$ cat config.mk
export PLATFORM = sky130hd
export DESIGN_NAME = keypad_digit_entry
export DESIGN_NICKNAME = d
export VERILOG_FILES = /design/src/rtl/keypad_digit_entry.sv
export SDC_FILE = /design/constraint.sdc
export NUM_CORES = 1
export LEC_CHECK = 0
export ABC_AREA = 1
export BUFFER_PORTS_ARGS = -buffer_cell sky130_fd_sc_hd__buf_2
export CAP_MARGIN = 5
export CORE_MARGIN = 2
export CORE_UTILIZATION = 35
export CTS_BUF_LIST = sky130_fd_sc_hd__clkbuf_4 sky130_fd_sc_hd__clkbuf_8 sky130_fd_sc_hd__clkbuf_16
export DETAILED_ROUTE_END_ITERATION = 8
export GPL_ROUTABILITY_DRIVEN = 0
export PLACE_DENSITY_LB_ADDON = 0.1
export SLEW_MARGIN = 20
export SYNTH_ARGS = -nofsm -noshare
export SYNTH_HDL_FRONTEND = slang
export SYNTH_SLANG_ARGS = --single-unit
$ cat constraint.sdc
create_clock -name clk -period 1.7 [get_ports clk]
set_input_delay 0.17 -clock clk [delete_from_list [all_inputs] [get_ports clk]]
set_output_delay 0.17 -clock clk [all_outputs]
set_load 0.03 [all_outputs]
$ cat src/rtl/keypad_digit_entry.sv
// Keypad entry buffer: debounces one-hot keypad codes and assembles accepted
// digits into an N-slot BCD display word, with clear/backspace/enter handling.
module keypad_digit_entry #(
  parameter int NUM_DIGITS    = 3,
  parameter int STABLE_CYCLES = 4,
  parameter int FILL_MODE     = 0,
  localparam int CW = $clog2(NUM_DIGITS + 1)
) (
  input  logic                    clk,
  input  logic                    rst_n,
  input  logic [15:0]             onehot,
  output logic [4*NUM_DIGITS-1:0] digits,
  output logic [CW-1:0]           count,
  output logic                    full,
  output logic [3:0]              cur_code,
  output logic                    key_event,
  output logic                    entered,
  output logic                    overflow,
  output logic [1:0]              state_dbg
);

  localparam int DW = (STABLE_CYCLES < 2) ? 1 : $clog2(STABLE_CYCLES + 1);
  localparam logic [3:0] BLANK = 4'hF;
  localparam logic [3:0] K_CLR = 4'hA;
  localparam logic [3:0] K_BSP = 4'hB;
  localparam logic [3:0] K_ENT = 4'hE;

  typedef enum logic [1:0] {IDLE, DEBOUNCE, HELD, RELEASE} state_t;

  state_t          state_q, state_n;
  logic [DW-1:0]   cnt_q, cnt_n;
  logic [3:0]      cand_q, cand_n;
  logic            key_valid;
  logic [3:0]      key_code;
  logic            accept;
  logic [3:0]      acc_code;

  logic [3:0]      slot_q [NUM_DIGITS];
  logic [3:0]      slot_n [NUM_DIGITS];
  logic [CW-1:0]   count_q, count_n;
  logic [3:0]      code_q, code_n;
  logic            post_q, post_n;
  logic            ev_q, ev_n, ent_q, ent_n, ovf_q, ovf_n;

  // Only listed single-bit codes are keys; every other pattern reads as "no key".
  always_comb begin
    key_valid = 1'b1;
    key_code  = BLANK;
    unique case (onehot)
      16'h0008: key_code = 4'd0;
      16'h0080: key_code = 4'd1;
      16'h0040: key_code = 4'd2;
      16'h0020: key_code = 4'd3;
      16'h0800: key_code = 4'd4;
      16'h0400: key_code = 4'd5;
      16'h0200: key_code = 4'd6;
      16'h8000: key_code = 4'd7;
      16'h4000: key_code = 4'd8;
      16'h2000: key_code = 4'd9;
      16'h0001: key_code = K_CLR;
      16'h0002: key_code = K_BSP;
      16'h0004: key_code = K_ENT;
      default:  key_valid = 1'b0;
    endcase
  end

  always_ff @(posedge clk or negedge rst_n) begin
    if (!rst_n) begin
      state_q <= IDLE;
      cnt_q   <= '0;
      cand_q  <= BLANK;
    end else begin
      state_q <= state_n;
      cnt_q   <= cnt_n;
      cand_q  <= cand_n;
    end
  end

  always_comb begin
    state_n  = state_q;
    cnt_n    = cnt_q;
    cand_n   = cand_q;
    accept   = 1'b0;
    acc_code = cand_q;
    unique case (state_q)
      IDLE: begin
        if (key_valid) begin
          cand_n = key_code;
          if (STABLE_CYCLES == 1) begin
            accept   = 1'b1;
            acc_code = key_code;
            state_n  = HELD;
            cnt_n    = '0;
          end else begin
            cnt_n   = DW'(1);
            state_n = DEBOUNCE;
          end
        end
      end
      DEBOUNCE: begin
        if (key_valid && key_code == cand_q) begin
          if (cnt_q == DW'(STABLE_CYCLES - 1)) begin
            accept  = 1'b1;
            state_n = HELD;
            cnt_n   = '0;
          end else begin
            cnt_n = cnt_q + DW'(1);
          end
        end else begin
          state_n = IDLE;
          cnt_n   = '0;
        end
      end
      HELD: begin
        // A different key while held is ignored until a full release.
        if (!key_valid) begin
          if (STABLE_CYCLES == 1) begin
            state_n = IDLE;
            cnt_n   = '0;
          end else begin
            state_n = RELEASE;
            cnt_n   = DW'(1);
          end
        end
      end
      RELEASE: begin
        if (key_valid) begin
          state_n = HELD;
          cnt_n   = '0;
        end else if (cnt_q == DW'(STABLE_CYCLES - 1)) begin
          state_n = IDLE;
          cnt_n   = '0;
        end else begin
          cnt_n = cnt_q + DW'(1);
        end
      end
      default: begin
        state_n = IDLE;
        cnt_n   = '0;
      end
    endcase
  end

  always_comb begin
    slot_n  = slot_q;
    count_n = count_q;
    code_n  = code_q;
    post_n  = post_q;
    ev_n    = 1'b0;
    ent_n   = 1'b0;
    ovf_n   = 1'b0;
    if (accept) begin
      code_n = acc_code;
      ev_n   = 1'b1;
      unique case (acc_code)
        K_CLR: begin
          for (int i = 0; i < NUM_DIGITS; i++) slot_n[i] = BLANK;
          count_n = '0;
        end
        K_BSP: begin
          if (count_q != '0) begin
            if (FILL_MODE == 0) begin
              for (int i = 0; i < NUM_DIGITS; i++)
                if ((CW'(i) + CW'(1)) == count_q) slot_n[i] = BLANK;
            end else begin
              for (int i = 0; i < NUM_DIGITS - 1; i++) slot_n[i] = slot_q[i+1];
              slot_n[NUM_DIGITS-1] = BLANK;
            end
            count_n = count_q - CW'(1);
          end
        end
        K_ENT: begin
          if (count_q != '0) begin
            ent_n  = 1'b1;
            post_n = 1'b1;
          end
        end
        default: begin
          // First digit after a completed entry starts a fresh number.
          if (post_q) begin
            for (int i = 0; i < NUM_DIGITS; i++) slot_n[i] = BLANK;
            slot_n[0] = acc_code;
            count_n   = CW'(1);
            post_n    = 1'b0;
          end else if (FILL_MODE == 0) begin
            if (count_q < CW'(NUM_DIGITS)) begin
              for (int i = 0; i < NUM_DIGITS; i++)
                if (CW'(i) == count_q) slot_n[i] = acc_code;
              count_n = count_q + CW'(1);
            end else begin
              ovf_n = 1'b1;
            end
          end else begin
            for (int i = 1; i < NUM_DIGITS; i++) slot_n[i] = slot_q[i-1];
            slot_n[0] = acc_code;
            if (count_q == CW'(NUM_DIGITS)) ovf_n = 1'b1;
            else count_n = count_q + CW'(1);
          end
        end
      endcase
    end
  end

  always_ff @(posedge clk or negedge rst_n) begin
    if (!rst_n) begin
      for (int i = 0; i < NUM_DIGITS; i++) slot_q[i] <= BLANK;
      count_q <= '0;
      code_q  <= BLANK;
      post_q  <= 1'b0;
      ev_q    <= 1'b0;
      ent_q   <= 1'b0;
      ovf_q   <= 1'b0;
    end else begin
      for (int i = 0; i < NUM_DIGITS; i++) slot_q[i] <= slot_n[i];
      count_q <= count_n;
      code_q  <= code_n;
      post_q  <= post_n;
      ev_q    <= ev_n;
      ent_q   <= ent_n;
      ovf_q   <= ovf_n;
    end
  end

  for (genvar g = 0; g < NUM_DIGITS; g++) begin : g_digits
    assign digits[4*g +: 4] = slot_q[g];
  end

  assign count     = count_q;
  assign full      = (count_q == CW'(NUM_DIGITS));
  assign cur_code  = code_q;
  assign key_event = ev_q;
  assign entered   = ent_q;
  assign overflow  = ovf_q;
  assign state_dbg = state_q;

endmodule

==> impl_metrics.tcl <==
set metrics [dict create \
    criticalPathCategory "in -> reg" \
    routedWlPerCell_um 12.7 \
    yosys_warnings 0 \
    grt_pass1_vias 2314 \
    netlist_top_cells_area "dfstp_2 (24%), nand2_1 (15%), dfrtp_1 (12%), inv_1 (6.6%), nand4_1 (6.2%)" \
    hold_violations 0 \
    slew_headroom 0.675 \
    fin_ws_ps -215 \
    antenna_found_initial 0 \
    r2r_start "acc_code[1]$_DFFE_PN1P_" \
    drt_first_pass_iters 4 \
    synth-xor-area-share 0 \
    seqCellArea_um2 802 \
    vias_per_cell 4.80 \
    yosys.area_share.simple 0.431 \
    dp.cells 473 \
    wl_met3_um 197 \
    crit_required_ps 1870 \
    maxCapViolCount 0 \
    final_cell_count_no_fill 501 \
    synth_top_family_by_area "simple AND/OR/NAND/NOR gates" \
    p_leak_nw 1.88 \
    wl_met2_mm 2.85 \
    crit_fanout 8 \
    layout_min_cycle_time_ps 1910 \
    core_mm2 0.00599 \
    cts_buffers 5 \
    areaGrowthSynthToFinish_pct 62.4 \
    startpoint "onehot[13]" \
    worst_path_largest_cell_delay_ps 200 \
    io_buffers 41 \
    detail-route-antenna-nets 0 \
    grtUsageTotal 0.179 \
    rr_worst_depth 10 \
    num_vias 2407 \
    fmax_ghz 0.522 \
    synthesis.nets 334 \
    die_y_um 83.4 \
    clock_skew_ps 4.10 \
    grt_overflow 0 \
    reg2reg_setup_slack_ps -60 \
    start_util 0.368 \
    die_width_um 83.4 \
    cts_sinks 31 \
    status "complete, but fails checks" \
    ys_types 29 \
    drc_errors 0 \
    crit_top_cell "nand2_4" \
    cts_tree "built" \
    dpl_cell_area_mm2 0.00290 \
    drive_gt1_frac 0.523 \
    path_clk_slew_ps 70 \
    multi_input_area_mm2 0.00152 \
    worstPathCellList "buf_8 -> nor2_4 -> nand2_4 -> nor2_4 -> nand3_2 -> nand3_4 -> nor2_4 -> nand2_4 -> nand2_4 -> nand2_4 -> nand2_4 -> inv_2 -> nand3_2 -> nor2_4 -> buf_12 -> nand2_4 -> o21ai_2 -> nand2_1" \
    wl_met1_mm 3.29 \
    totalWireLength_mm 6.36 \
    startpoint_type "input port" \
    totalPowerFinal_mw 1.70 \
    crit_arrival_ps 2080 \
    clockBufferDepth 2 \
    hold_ws_ps 389 \
    worstMarginPinSlew_ps 488 \
    violations "setup timing" \
    synth_top_area_share 0.238 \
    die_area_mm2 0.00695 \
    synth_adder_area_share 0.0284 \
    n_antenna_cell 0 \
    grt_pass1_wl_mm 10.5 \
    clock_tree.root_cell "clkbuf_8" \
    std_cell_rows 28 \
    first_iter_violations 197 \
    cp_slowest_cell "nor2_4" \
    synth_seq_cells 31 \
    synthMuxAreaShare 0.00454 \
    yosysSeqAreaShare 0.363 \
    maxUsedRoutingLayer "met4" \
    grt_max_degree 23 \
    hp-class "in -> async" \
    synth_area_leader_cell "dfstp_2" \
    utilization 0.598 \
    syn_area_mm2 0.00220 \
    power_density_mw_per_mm2 476 \
    fin_crit_sh 1.13 \
    ctsHtreeMaxLevel 2 \
    fin_nets 448 \
    synth-compound-area-share 0.0812 \
    boundaryPins 42 \
    clk_latency_ps 280 \
    synth_area_per_cell_um2 7.09 \
    slew_violations 0 \
    design_area_mm2 0.00358 \
    dpl.hpwl_mm 4.44 \
    vdd_ir_drop_max_mv 0.529 \
    rsz0062_at_grt "yes" \
    fillers 525 \
    syn-instance-count 311 \
    r2r-end "digits[3]$_DFFE_PN1P_" \
    crit_path_end_kind "flip-flop" \
    setup_viol 27 \
]
## layout by cell type (no fill, tap or decap), types with 3 or more instances in the layout
| cell type | n |
|---|---|
| nand4_1 | 22 |
| nand3_2 | 9 |
| inv_1 | 35 |
| nand2_4 | 12 |
| clkbuf_8 | 6 |
| nand2_2 | 17 |
| o21ai_0 | 7 |
| nor2_4 | 15 |
| buf_2 | 30 |
| o21ai_2 | 4 |
| nor2_2 | 7 |
| dfstp_2 | 20 |
| a21oi_2 | 3 |
| nand3_4 | 3 |
| inv_2 | 4 |
| nand3_1 | 15 |
| buf_6 | 18 |
| nor2_1 | 24 |
| buf_4 | 57 |
| dfrtp_1 | 10 |
| o21ai_1 | 3 |
| nand2_1 | 69 |
| a21oi_1 | 6 |
| ha_1 | 5 |
## report_power, final
group | switching [mW] | leakage (nW) | internal, mW
clock network | 0.285 | 0.0612 | 0.474
registers | 0.00858 | 0.354 | 0.755
logic | 0.0985 | 1.46 | 0.0828
## what timing repair did
item	in CTS	in global routing
cloned	0	2
gates resized for setup	38	66
setup buffers	10	7
endpoints found under the setup margin	26	27
hold buffers	1	0
hold endpoints to repair	9	0
pin swaps	30	42
## cell usage after synthesis
master	n
nand2_1	89
inv_1	39
nor2_1	34
nand3_1	22
nand4_1	22
dfstp_2	20
a21oi_1	11
dfrtp_1	11
o21ai_0	10
nor2_2	9
nand2_2	6
ha_1	5
nand3_2	5
buf_6	4
o21ai_1	4
nor2_4	3
a221oi_1	2
inv_2	2
nand2_4	2
nor3_1	2
a211oi_1	1
a21boi_0	1
a31oi_1	1
clkbuf_1	1
mux2i_1	1
nor2_8	1
nor3_2	1
o211ai_1	1
o31ai_1	1
## sequential cells by signal, summed over array words and instances (netlist names)
name / flops
cnt_q: 3
acc_code: 4
count: 2
cur_code: 4
state_dbg: 2
key_event: 1
post_q: 1
digits: 12
entered: 1
overflow: 1
## per-layer routing
layer / global-route usage / up-vias
met4: 0.0298 / 0
met3: 0.0348 / 2
met1: 0.270 / 1115
met2: 0.268 / 38
li1: - / 1252
met5: 0 / -
## stage by stage
stage / TNS [ps] / setup WS (ps)
finish: -4190 / -215
global route: -7810 / -353
CTS: -1710 / -130
detailed placement: -12570 / -561
global placement: -12540 / -533
floorplan: -1840 / -115
## critical path, delay by kind of cell
kind            cells  cell delay [ps]
compound gates      1              130
buf+inv             3              290
simple gates       14             1470
## logic make-up (layout without fill, tap and decap cells)
| kind of cell | after synthesis | count (layout) |
|---|---|---|
| fa+ha+maj | 5 | 5 |
| mux | 1 | 1 |
| simple gates | 196 | 197 |
| buf+inv | 46 | 160 |
| compound gates | 32 | 32 |
| flops | 31 | 31 |
## area by class of cell
| cell class | count | share of cell area |
|---|---|---|
| clock buffer | 6 | 0.0231 |
| clock inverter | 2 | 0.00979 |
| inverter | 41 | 0.0444 |
| multi-input combinational | 235 | 0.425 |
| sequential | 31 | 0.224 |
| tap | 75 | 0.0262 |
| timing repair buffer | 111 | 0.247 |
## worst max-delay path by stage
stage / to / slack (ps) / cells past startpoint
CTS: digits[4]$_DFFE_PN1P_ / -130 / 16
floorplan: count[1]$_DFFE_PN0P_ / -120 / 18
detailed placement: post_q$_DFFE_PN0P_ / -560 / 17
global placement: post_q$_DFFE_PN0P_ / -530 / 17
finish: post_q$_DFFE_PN0P_ / -210 / 18
global route: count[0]$_DFFE_PN0P_ / -350 / 18
Power figures use the tool's default switching activity.
